**src/rtl/qpl_evt_pkg.sv**
```systemverilog
// qpl_evt_pkg
//   Shared constants for the QPL event stream transmitter.
//   - Payload field offsets for o_data / o_user.
//   - Channel-index width helper.
//   - Width of the saturating dropped-event counter.
package qpl_evt_pkg;

    // o_data fields. The avail field sits directly above the address field,
    // so AVAIL_LSB is the gap between the end of addr and the start of avail.
    localparam int ADDR_LSB     = 0;
    localparam int AVAIL_LSB    = 0;

    // o_user fields: aux flag at bit 0, channel index above it, full flag above that.
    localparam int USR_AUX      = 0;
    localparam int USR_CHAN_LSB = 1;

    localparam int DROP_CNT_W   = 16;

    function automatic int chan_w(input int chans);
        return (chans <= 1) ? 1 : $clog2(chans);
    endfunction

endpackage

```
**src/rtl/qpl_evt_fifo.sv**
```systemverilog
// qpl_evt_fifo
//   Synchronous FIFO with registered storage. Push and pop may occur in the
//   same cycle, including when full (the popped entry makes room for the push).
//   The head entry is presented combinationally on dout.
// Ports
//   clk    in   clock
//   rst    in   synchronous active-high reset (pointers and count only)
//   push   in   write din this cycle (ignored if full and no pop)
//   din    in   entry to write
//   pop    in   remove head entry this cycle (ignored if empty)
//   dout   out  head entry
//   full   out  DEPTH entries held
//   empty  out  no entries held
//   count  out  occupancy, 0..DEPTH
module qpl_evt_fifo
    import qpl_evt_pkg::*;
#(
    parameter int WIDTH = 40,
    parameter int DEPTH = 16
) (
    input  logic                     clk,
    input  logic                     rst,
    input  logic                     push,
    input  logic [WIDTH-1:0]         din,
    input  logic                     pop,
    output logic [WIDTH-1:0]         dout,
    output logic                     full,
    output logic                     empty,
    output logic [$clog2(DEPTH):0]   count
);

    localparam int AW = $clog2(DEPTH);

    logic [WIDTH-1:0] mem [DEPTH];
    logic [AW-1:0]    wr_q;
    logic [AW-1:0]    rd_q;
    logic [AW:0]      cnt_q;
    logic             do_push;
    logic             do_pop;

    assign full    = (cnt_q == (AW+1)'(DEPTH));
    assign empty   = (cnt_q == '0);
    assign count   = cnt_q;
    assign dout    = mem[rd_q];
    assign do_pop  = pop && !empty;
    assign do_push = push && (!full || do_pop);

    always_ff @(posedge clk) begin
        if (rst) begin
            wr_q  <= '0;
            rd_q  <= '0;
            cnt_q <= '0;
        end else begin
            if (do_push) wr_q <= wr_q + AW'(1);
            if (do_pop)  rd_q <= rd_q + AW'(1);
            case ({do_push, do_pop})
                2'b10:   cnt_q <= cnt_q + (AW+1)'(1);
                2'b01:   cnt_q <= cnt_q - (AW+1)'(1);
                default: cnt_q <= cnt_q;
            endcase
        end
    end

    always_ff @(posedge clk) begin
        if (do_push) mem[wr_q] <= din;
    end

endmodule

```
**src/rtl/qpl_evt_strm_tx.sv**
```systemverilog
// qpl_evt_strm_tx
//   Serialises QPL allocator base/aux address write events onto a vld/rdy
//   stream. Each of the 2*CHANS sources (s = 2*chan + aux) has one pending
//   slot; a round-robin arbiter moves at most one slot per cycle into the event
//   FIFO, whose head drives the stream. The allocator is never stalled: a write
//   event hitting an occupied, non-granted slot is dropped and counted.
//   Build option: define QPL_EVT_TSTAMP_EN to stamp each event with a
//   free-running TS_W-bit cycle counter in o_data[DATA_W-1 -: TS_W].
// Ports
//   i_clk            in   clock
//   i_rst            in   synchronous active-high reset
//   i_blk_full       in   allocator full flag
//   i_blk_avail      in   free block count (BLOCK_W+1 bits)
//   i_blk_base_we    in   per-channel base address write event
//   i_blk_aux_we     in   per-channel aux address write event
//   i_blk_base_addr  in   per-channel base address, channel c at [c*ADDR_W +: ADDR_W]
//   i_blk_aux_addr   in   per-channel aux address, same packing
//   i_rdy            in   stream ready
//   o_vld            out  stream valid
//   o_data           out  {ts, avail, addr} payload, unused bits 0
//   o_user           out  {full, chan, aux} tag, unused bits 0
//   o_last           out  last queued beat with nothing arriving behind it
//   o_ovf            out  sticky drop flag
//   o_drop_cnt       out  saturating dropped-event count
module qpl_evt_strm_tx
    import qpl_evt_pkg::*;
#(
    parameter int CHANS      = 2,
    parameter int BLOCK_W    = 8,
    parameter int ADDR_W     = 16,
    parameter int DATA_W     = 32,
    parameter int USER_W     = 8,
    parameter int FIFO_DEPTH = 16,
    parameter int TS_W       = 7
) (
    input  logic                    i_clk,
    input  logic                    i_rst,
    input  logic                    i_blk_full,
    input  logic [BLOCK_W:0]        i_blk_avail,
    input  logic [CHANS-1:0]        i_blk_base_we,
    input  logic [CHANS-1:0]        i_blk_aux_we,
    input  logic [CHANS*ADDR_W-1:0] i_blk_base_addr,
    input  logic [CHANS*ADDR_W-1:0] i_blk_aux_addr,
    input  logic                    i_rdy,
    output logic                    o_vld,
    output logic [DATA_W-1:0]       o_data,
    output logic [USER_W-1:0]       o_user,
    output logic                    o_last,
    output logic                    o_ovf,
    output logic [DROP_CNT_W-1:0]   o_drop_cnt
);

    localparam int S      = 2 * CHANS;
    localparam int SRC_W  = $clog2(S);
    localparam int CHAN_W = chan_w(CHANS);
    localparam int AV_LSB = ADDR_LSB + ADDR_W + AVAIL_LSB;
    localparam int ENT_W  = DATA_W + USER_W;
    localparam int CNT_W  = $clog2(FIFO_DEPTH) + 1;

    typedef struct packed {
        logic [ADDR_W-1:0] addr;
        logic [BLOCK_W:0]  avail;
        logic              full;
`ifdef QPL_EVT_TSTAMP_EN
        logic [TS_W-1:0]   ts;
`endif
    } evt_t;

    evt_t              slot_q [S];
    logic [S-1:0]      occ_q;
    logic [S-1:0]      occ_d;
    logic [S-1:0]      cap;
    logic [S-1:0]      drop_vec;
    logic [SRC_W-1:0]  ptr_q;
    logic [S-1:0]      we_src;
    logic [ADDR_W-1:0] addr_src [S];

    logic              gnt_found;
    logic [SRC_W-1:0]  gnt_idx;
    logic              push;
    logic              pop;
    logic [DATA_W-1:0] push_data;
    logic [USER_W-1:0] push_user;

    logic [ENT_W-1:0]  fifo_dout;
    logic              fifo_full;
    logic              fifo_empty;
    logic [CNT_W-1:0]  fifo_count;

    logic                  ovf_q;
    logic [DROP_CNT_W-1:0] drop_cnt_q;
    logic [DROP_CNT_W:0]   drop_sum;

    // (p + i) mod S without a divider; i is always < S here.
    function automatic logic [SRC_W-1:0] rr_idx(input logic [SRC_W-1:0] p, input int i);
        int t;
        t = int'(p) + i;
        if (t >= S) t = t - S;
        return t[SRC_W-1:0];
    endfunction

`ifdef QPL_EVT_TSTAMP_EN
    logic [TS_W-1:0] ts_q;

    always_ff @(posedge i_clk) begin
        if (i_rst) ts_q <= '0;
        else       ts_q <= ts_q + TS_W'(1);
    end
`endif

    // Flatten the per-channel inputs into the source index space s = 2*c + aux.
    always_comb begin
        we_src = '0;
        for (int c = 0; c < CHANS; c++) begin
            we_src[2*c]     = i_blk_base_we[c];
            we_src[2*c+1]   = i_blk_aux_we[c];
            addr_src[2*c]   = i_blk_base_addr[c*ADDR_W +: ADDR_W];
            addr_src[2*c+1] = i_blk_aux_addr[c*ADDR_W +: ADDR_W];
        end
    end

    always_comb begin
        gnt_found = 1'b0;
        gnt_idx   = '0;
        for (int i = 0; i < S; i++) begin
            if (!gnt_found && occ_q[rr_idx(ptr_q, i)]) begin
                gnt_found = 1'b1;
                gnt_idx   = rr_idx(ptr_q, i);
            end
        end
    end

    assign o_vld = !fifo_empty;
    assign pop   = o_vld && i_rdy;
    assign push  = gnt_found && (!fifo_full || pop);

    // A slot granted this cycle is free again at the edge, so a write event
    // arriving in the same cycle refills it instead of being dropped.
    always_comb begin
        occ_d    = occ_q;
        cap      = '0;
        drop_vec = '0;
        for (int s = 0; s < S; s++) begin
            if (push && (gnt_idx == SRC_W'(s))) begin
                occ_d[s] = we_src[s];
                cap[s]   = we_src[s];
            end else if (occ_q[s]) begin
                drop_vec[s] = we_src[s];
            end else if (we_src[s]) begin
                occ_d[s] = 1'b1;
                cap[s]   = 1'b1;
            end
        end
    end

    always_comb begin
        push_data = '0;
        push_user = '0;
        push_data[ADDR_LSB +: ADDR_W]   = slot_q[gnt_idx].addr;
        push_data[AV_LSB +: BLOCK_W+1]  = slot_q[gnt_idx].avail;
`ifdef QPL_EVT_TSTAMP_EN
        push_data[DATA_W-1 -: TS_W]     = slot_q[gnt_idx].ts;
`else
        push_data[DATA_W-1 -: TS_W]     = '0;
`endif
        push_user[USR_AUX]                 = gnt_idx[0];
        push_user[USR_CHAN_LSB +: CHAN_W]  = CHAN_W'(gnt_idx >> 1);
        push_user[USR_CHAN_LSB + CHAN_W]   = slot_q[gnt_idx].full;
    end

    assign drop_sum = {1'b0, drop_cnt_q} + (DROP_CNT_W+1)'($countones(drop_vec));

    always_ff @(posedge i_clk) begin
        if (i_rst) begin
            occ_q      <= '0;
            ptr_q      <= '0;
            ovf_q      <= 1'b0;
            drop_cnt_q <= '0;
        end else begin
            occ_q <= occ_d;
            if (push) ptr_q <= rr_idx(gnt_idx, 1);
            if (|drop_vec) ovf_q <= 1'b1;
            drop_cnt_q <= drop_sum[DROP_CNT_W] ? {DROP_CNT_W{1'b1}} : drop_sum[DROP_CNT_W-1:0];
        end
    end

    always_ff @(posedge i_clk) begin
        for (int s = 0; s < S; s++) begin
            if (!i_rst && cap[s]) begin
                slot_q[s].addr  <= addr_src[s];
                slot_q[s].avail <= i_blk_avail;
                slot_q[s].full  <= i_blk_full;
`ifdef QPL_EVT_TSTAMP_EN
                slot_q[s].ts    <= ts_q;
`endif
            end
        end
    end

    qpl_evt_fifo #(
        .WIDTH (ENT_W),
        .DEPTH (FIFO_DEPTH)
    ) u_fifo (
        .clk   (i_clk),
        .rst   (i_rst),
        .push  (push),
        .din   ({push_data, push_user}),
        .pop   (pop),
        .dout  (fifo_dout),
        .full  (fifo_full),
        .empty (fifo_empty),
        .count (fifo_count)
    );

    // Storage behind an empty FIFO is stale, so the payload is forced to 0.
    assign o_data     = o_vld ? fifo_dout[ENT_W-1:USER_W] : '0;
    assign o_user     = o_vld ? fifo_dout[USER_W-1:0] : '0;
    assign o_last     = o_vld && (fifo_count == CNT_W'(1)) && !push;
    assign o_ovf      = ovf_q;
    assign o_drop_cnt = drop_cnt_q;

endmodule
```
**config.mk**
```make
export PLATFORM = sky130hd
export DESIGN_NAME = qpl_evt_strm_tx
export DESIGN_NICKNAME = d
export VERILOG_FILES = /design/src/rtl/qpl_evt_pkg.sv /design/src/rtl/qpl_evt_fifo.sv /design/src/rtl/qpl_evt_strm_tx.sv
export SDC_FILE = /design/constraint.sdc
export NUM_CORES = 1
export LEC_CHECK = 0
export ABC_AREA = 1
export CAP_MARGIN = 10
export CORE_ASPECT_RATIO = 0.75
export CORE_MARGIN = 5
export CORE_UTILIZATION = 54
export DETAILED_ROUTE_END_ITERATION = 12
export PLACE_DENSITY_LB_ADDON = 0.25
export SLEW_MARGIN = 20
export SYNTH_ARGS = -nofsm -noshare
export SYNTH_HDL_FRONTEND = slang
export SYNTH_SLANG_ARGS = --single-unit
```
**constraint.sdc**
```tcl
create_clock -name i_clk -period 3.8 [get_ports i_clk]
set_input_delay 0.76 -clock i_clk [delete_from_list [all_inputs] [get_ports i_clk]]
set_output_delay 0.76 -clock i_clk [all_outputs]
set_load 0.03 [all_outputs]
```
==> flow_summary.json, run 1 <==
{
  "synth_cell_type_count": 37,
  "routed_wl_mm": 58.9,
  "gp_congestion": 0.812,
  "drt-initial-drc-count": 1727,
  "synth_top_cell_by_area": "edfxtp_1",
  "rsz0062_at_grt": "true",
  "die-area_mm2": 0.0482,
  "dp_hpwl_mm": 32.7,
  "leakagePower_nw": 9.78,
  "min_period_ps": 3870,
  "async_reset_ff_share_pct": 0,
  "clock_sinks": 592,
  "ys_ff_latch": 592,
  "post-place-ws_ps": -417,
  "tightest_slew_ps": 857,
  "outcome": "finished with violations",
  "path_class": "flop to flop",
  "detail-route-antenna-nets": 0,
  "start_util_pct": 54.7,
  "routedWlPerCell_um": 22.2,
  "synth_warnings": 0,
  "critical_path_buf_inv_count": 9,
  "max-cap-violations": 0,
  "ys_seq_area_share_pct": 73.3,
  "insertedDiodeCount": 0,
  "grt_overflow": 0,
  "first_global_vias": 15300,
  "path_delay_family": "adder cells",
  "grt_pass1_wl_mm": 88.3,
  "core_mm2": 0.0434,
  "fin_cells": 2649,
  "setup_viol_count_final": 10,
  "skew_ps": 15.5,
  "drc": 0,
  "grt_antenna_before_repair": 2,
  "cp.arrival_ps": 4380,
  "drtPass1Iterations": 6,
  "vias": 15700,
  "max-slew-margin-rel_pct": 42.9,
  "cts_made_buffers": 54,
  "die_x_um": 252,
  "syn-cell-area_mm2": 0.0237,
  "hold_viol": 0,
  "endpoint_kind": "flop",
  "ios": 140,
  "root_buffer": "clkbuf_16",
  "hp-class": "flop to flop",
  "worst_setup_path_start_kind": "flop",
  "crit_top_cell": "inv_2",
  "drive_above_1_share_pct": 15.2,
  "area_delta_synth_final_pct": 19.9,
  "cts.clk_slew.worst_paths_ps": 70,
  "fmax_mhz": 259,
  "fin_nets": 2123,
  "ir_worst_vdd_v": 0.00102,
  "die_h_um": 191,
  "grt_usage_pct": 23.6,
  "synthTopCellsByArea": "edfxtp_1, o21ai_0, nor2_1",
  "synth-edff-count": 552,
  "cts_buffer_depth": 3,
  "grt_max_degree": 104,
  "slowest_stage": "fa_1",
  "cts_tree": "yes",
  "rows": 66,
  "synthCells": 1845,
  "cp_max_fo": 6,
  "synthFlopType": "edfxtp_1",
  "viasPerCell": 5.93,
  "hold_buffers": 0,
  "port_buffers": 127,
  "critPathMaxStageDelay_ps": 500,
  "hold_slack_ps": 493,
  "place_inst": 2538,
  "cts_htree_levels": 2,
  "finalCritPeriodShare_pct": 102,
  "syn_area_per_cell_um2": 12.9,
  "clkLatencyLatePin_ps": 590,
  "powerDensity_mw_per_mm2": 953,
  "finalMaxSlewViolations": 0,
  "crit_required_ps": 4320,
  "violations": "negative setup slack",
  "fin_ws_ps": -67.9,
  "netlist.area_leader.share_pct": 69.9
}
[what timing repair did]
action                                  CTS  global route
buffers inserted                          4             4
hold endpoints to repair                  0             0
gates resized for setup                  17            46
cloned                                    0             2
endpoints found under the setup margin   25            26
pin swaps                                 7            18
[sequential cells by signal, indices dropped and copies added, names as in the netlist, named ones only]
register,cells
u_fifo.count,5
u_fifo.wr_q,4
o_ovf,1
u_fifo.rd_q,4
occ_q,4
ptr_q,2
u_fifo.mem,448
slot_q,104
o_drop_cnt,16
[metrics by stage]
stage | utilization (%) | setup TNS (ps) | instance area [um2] | power, mW
6_report | 65.6 | -379 | 28400 | 27.1
5_1_grt | 65.6 | -3090 | 28400 | 28.4
3_5_place_dp | 60.9 | -5640 | 26400 | 21.6
2_1_floorplan | - | -40.3 | 23800 | 17.0
3_3_place_gp | 60.9 | -2860 | 26400 | 21.3
4_1_cts | 65.1 | 0 | 28200 | 27.0
[routing by layer]
metal  global-route usage [%]  part of all wire, %
met1                     33.3                   41
met2                     38.6                   48
met3                     4.08                  8.8
met4                     6.47                  2.5
met5                        0                0.058
[where the power goes]
group          internal (mW)  total [mW]  switching (mW)
logic                   3.37        11.0            7.61
clock network           3.07        5.40            2.33
registers               10.4        10.7           0.301
total                   16.9        27.1            10.2
[final cells by class]
type,count,area (um2)
inverter,65,262
clock inverter,36,348
fill,3098,14900
multi-input combinational,1072,5800
tap,578,723
clock buffer,65,1410
sequential,592,17400
timing repair buffer,241,2490
[path summary, 6_finish.rpt]
path / start / endpoint / slack, ps / cells after the start
min: u_fifo.rd_q[2] / flop / 490 / 2
min reg2reg: u_fifo.rd_q[2] / flop / 490 / 2
max reg2reg: ptr_q[0] / o_drop_cnt[0] / -70 / 26
max: ptr_q[0] / o_drop_cnt[0] / -70 / 26
[cells in the mapped netlist (26+ instances only)]
master,count
buf_2,26
o221ai_1,76
nor2_1,358
dfxtp_1,40
edfxtp_1,552
clkbuf_1,70
inv_1,58
o22ai_1,53
o21ai_0,303
nand2_1,81
a21oi_1,53
nand3_1,58
[cells in the final DEF, fill, tap and decap left out, types with 6 or more instances in the layout]
cell	count
dfxtp_1	33
clkinv_2	11
nor2_2	8
nand3_2	7
conb_1	12
ha_1	12
buf_12	27
nand3_1	50
nor3_1	6
nor2_4	19
o22ai_1	53
edfxtp_1	552
o221ai_1	76
clkbuf_1	10
clkbuf_16	57
nand2_4	7
nand2_2	13
clkinv_1	12
clkdlybuf4s50_1	101
o21ai_1	9
o21ai_0	301
a21oi_2	7
bufinv_16	6
buf_4	93
o22ai_2	9
inv_2	11
inv_1	50
a21oi_1	47
nand2_1	68
dlygate4sd2_1	11
xor2_1	7
o21ai_2	9
nor2_1	335
[worst reg2reg max path, delay by kind of cell, from the launching register on]
| family | cells | cell delay [ps] |
|---|---|---|
| and+or+nand+nor | 12 | 1160 |
| adders and majority gates | 4 | 1240 |
| AOI/OAI and AO/OA | 1 | 120 |
| buffers and inverters | 9 | 920 |
| DFF | 1 | 380 |
[logic make-up after synthesis]
kind of cell	count (synthesis)	synth area share [%]
flops	592	73.3
simple gates	520	8.82
compound gates	514	12.8
buf+inv	192	3.75
fa+ha+maj	16	0.939
xor+xnor	10	0.369
other cells	1	0.0158
(Power assumes the default switching activity.)
==> run 2: changes to the inputs <==
==> constraint.sdc (replaced) <==
create_clock -name i_clk -period 3.4 [get_ports i_clk]
set_input_delay 0.68 -clock i_clk [delete_from_list [all_inputs] [get_ports i_clk]]
set_output_delay 0.68 -clock i_clk [all_outputs]
set_load 0.03 [all_outputs]
==> run 2 against run 1 <==
  * The flow still finishes with violations (negative setup slack)
  * First-iteration DRC count is 9.0% lower
  * Die area unchanged
  * Clock skew is 13 ps higher
  * Total power up 15%
  * Maximum frequency grew 4.7%
  * Via count increased by 2.6%
  * Clock power grew 8.9%
  * Final cell count up 0.91%
  * Non-clock buffer count grew 29
  * Largest cell class unchanged
==> flow_summary.json, run 2 (same netlist as run 1, synthesis figures left out) <==
{
  "routed_wl_mm": 61.4,
  "die-area_mm2": 0.0482,
  "mostFrequentLayoutCells": "edfxtp_1, nor2_1, o21ai_0",
  "leakagePower_nw": 9.95,
  "ir_worst_vdd_v": 0.000847,
  "gr-usage-met1_pct": 34.1,
  "port_buffers": 127,
  "rsz0062_at_grt": "true",
  "cts_tree": "yes",
  "worst_setup_path_start_kind": "flop",
  "fin_ws_ps": -295,
  "start_util_pct": 54.7,
  "largest-register": "u_fifo.mem",
  "max-cap-violations": 0,
  "core_mm2": 0.0434,
  "routedWlPerCell_um": 23.0,
  "area_delta_synth_final_pct": 21.9,
  "fmax_mhz": 271,
  "cts_htree_levels": 2,
  "crit_required_ps": 3870,
  "post-place-ws_ps": -732,
  "top_usage_layer": "met2",
  "drtPass1Iterations": 5,
  "cp_max_fo": 5,
  "tightest_slew_ps": 763,
  "hold_viol": 0,
  "powerDensity_mw_per_mm2": 1070,
  "die_x_um": 252,
  "finalCritPeriodShare_pct": 109,
  "timing.rr.start": "ptr_q[0]",
  "clock_sinks": 592,
  "cp.arrival_ps": 4160,
  "slowest_stage": "fa_1",
  "setup_viol_count_final": 16,
  "dp_hpwl_mm": 33.6,
  "drc": 0,
  "vias": 16100,
  "skew_ps": 28.5,
  "grt_usage_pct": 24.4,
  "grt_max_degree": 109,
  "cts_buffer_depth": 3,
  "violations": "negative setup slack",
  "reg2regPathDepth": 25,
  "fin_nets": 2152,
  "gr-usage-met2_pct": 40.4,
  "hold_start": "u_fifo.count[3]",
  "root_buffer": "clkbuf_16",
  "grt_overflow": 0,
  "gp_congestion": 0.789,
  "max-slew-margin-rel_pct": 49.1,
  "viasPerCell": 6.03,
  "path_class": "flop to flop",
  "detail-route-antenna-nets": 0,
  "ios": 140,
  "p_total_mw": 31.0,
  "die_h_um": 191,
  "hold_buffers": 0,
  "min_period_ps": 3700,
  "grt_antenna_before_repair": 1,
  "insertedDiodeCount": 0,
  "post-route-util_pct": 66.7,
  "grt_pass1_wl_mm": 91.3,
  "first_global_vias": 15800,
  "outcome": "finished with violations",
  "cts_made_buffers": 54,
  "gr-usage-met3_pct": 4.01,
  "endpoint_kind": "flop",
  "cts.clk_slew.worst_paths_ps": 60,
  "final_common_cell": "edfxtp_1",
  "rows": 66,
  "drt-initial-drc-count": 1571,
  "largest_reg_flops": 448,
  "cp-startpoint": "ptr_q[0]",
  "drive_above_1_share_pct": 17.3,
  "fill_cells": 3089,
  "critPathMaxStageDelay_ps": 490,
  "clkLatencyLatePin_ps": 590,
  "hold_depth": 2,
  "finalMaxSlewViolations": 0,
  "hp-class": "flop to flop"
}
==> run 2: cell types whose count changed in the layout (fill, tap and decap cells not counted), moves of 4 or more <==
| cell | previous run | this run |
|---|---|---|
| o21ai_0 | 301 | 295 |
| clkbuf_1 | 10 | 14 |
| clkinv_2 | 11 | 4 |
| nand2_4 | 7 | 12 |
| buf_12 | 27 | 47 |
| buf_4 | 93 | 118 |
| nand2_1 | 68 | 60 |
| o21ai_1 | 9 | 13 |
| dlygate4sd2_1 | 11 | 1 |
==> run 2: layout make-up <==
| type | instances | area, um2 | share of cell area [%] |
|---|---|---|---|
| clock buffers | 69 | 1430 | 4.94 |
| clock inverters | 27 | 255 | 0.883 |
| multi-input cells | 1072 | 5900 | 20.4 |
| well taps | 578 | 723 | 2.50 |
| flip-flops and latches | 592 | 17400 | 60.2 |
| inverters | 65 | 267 | 0.922 |
| repair buffers | 270 | 2940 | 10.2 |
==> run 2: final timing paths <==
path	endpoint	slack, ps
hold / removal	u_fifo.count[3]	500
setup reg to reg	o_drop_cnt[12]	-300
setup / recovery	o_drop_cnt[12]	-300
hold reg to reg	u_fifo.count[3]	500
==> run 2: critical path, delay by kind of cell, from the launching register on <==
kind	cells	cell delay, ps
compound gates	1	110
xor+xnor	1	120
fa+ha+maj	4	1230
buf+inv	4	350
flops	1	370
simple gates	15	1410
==> run 2: per-stage QoR <==
stage	instances	hold slack, ps	setup TNS [ps]	area, um2
3_5_place_dp	2560	483	-10310	26800
2_1_floorplan	1856	444	-4040	23800
6_report	2673	498	-3900	28900
4_1_cts	2664	493	-4030	28600
5_1_grt	2673	524	-7580	28900
3_3_place_gp	2560	475	-8170	26800
==> run 2: routing by layer <==
metal / share of wire [%] / vias up
li1: - / 7194
met2: 49 / 781
met5: 0.020 / -
met1: 40 / 8005
met4: 2.4 / 2
met3: 8.8 / 135
==> run 2: power by group <==
part           internal (mW)  switching [mW]
clock                   3.33            2.55
sequential              11.6           0.338
combinational           4.39            8.80
==> run 2: repair_timing <==
item	in CTS	in global routing
setup endpoints to repair	21	38
pin swaps	14	13
cloned	0	3
resized for setup	22	54
buffers inserted	8	6
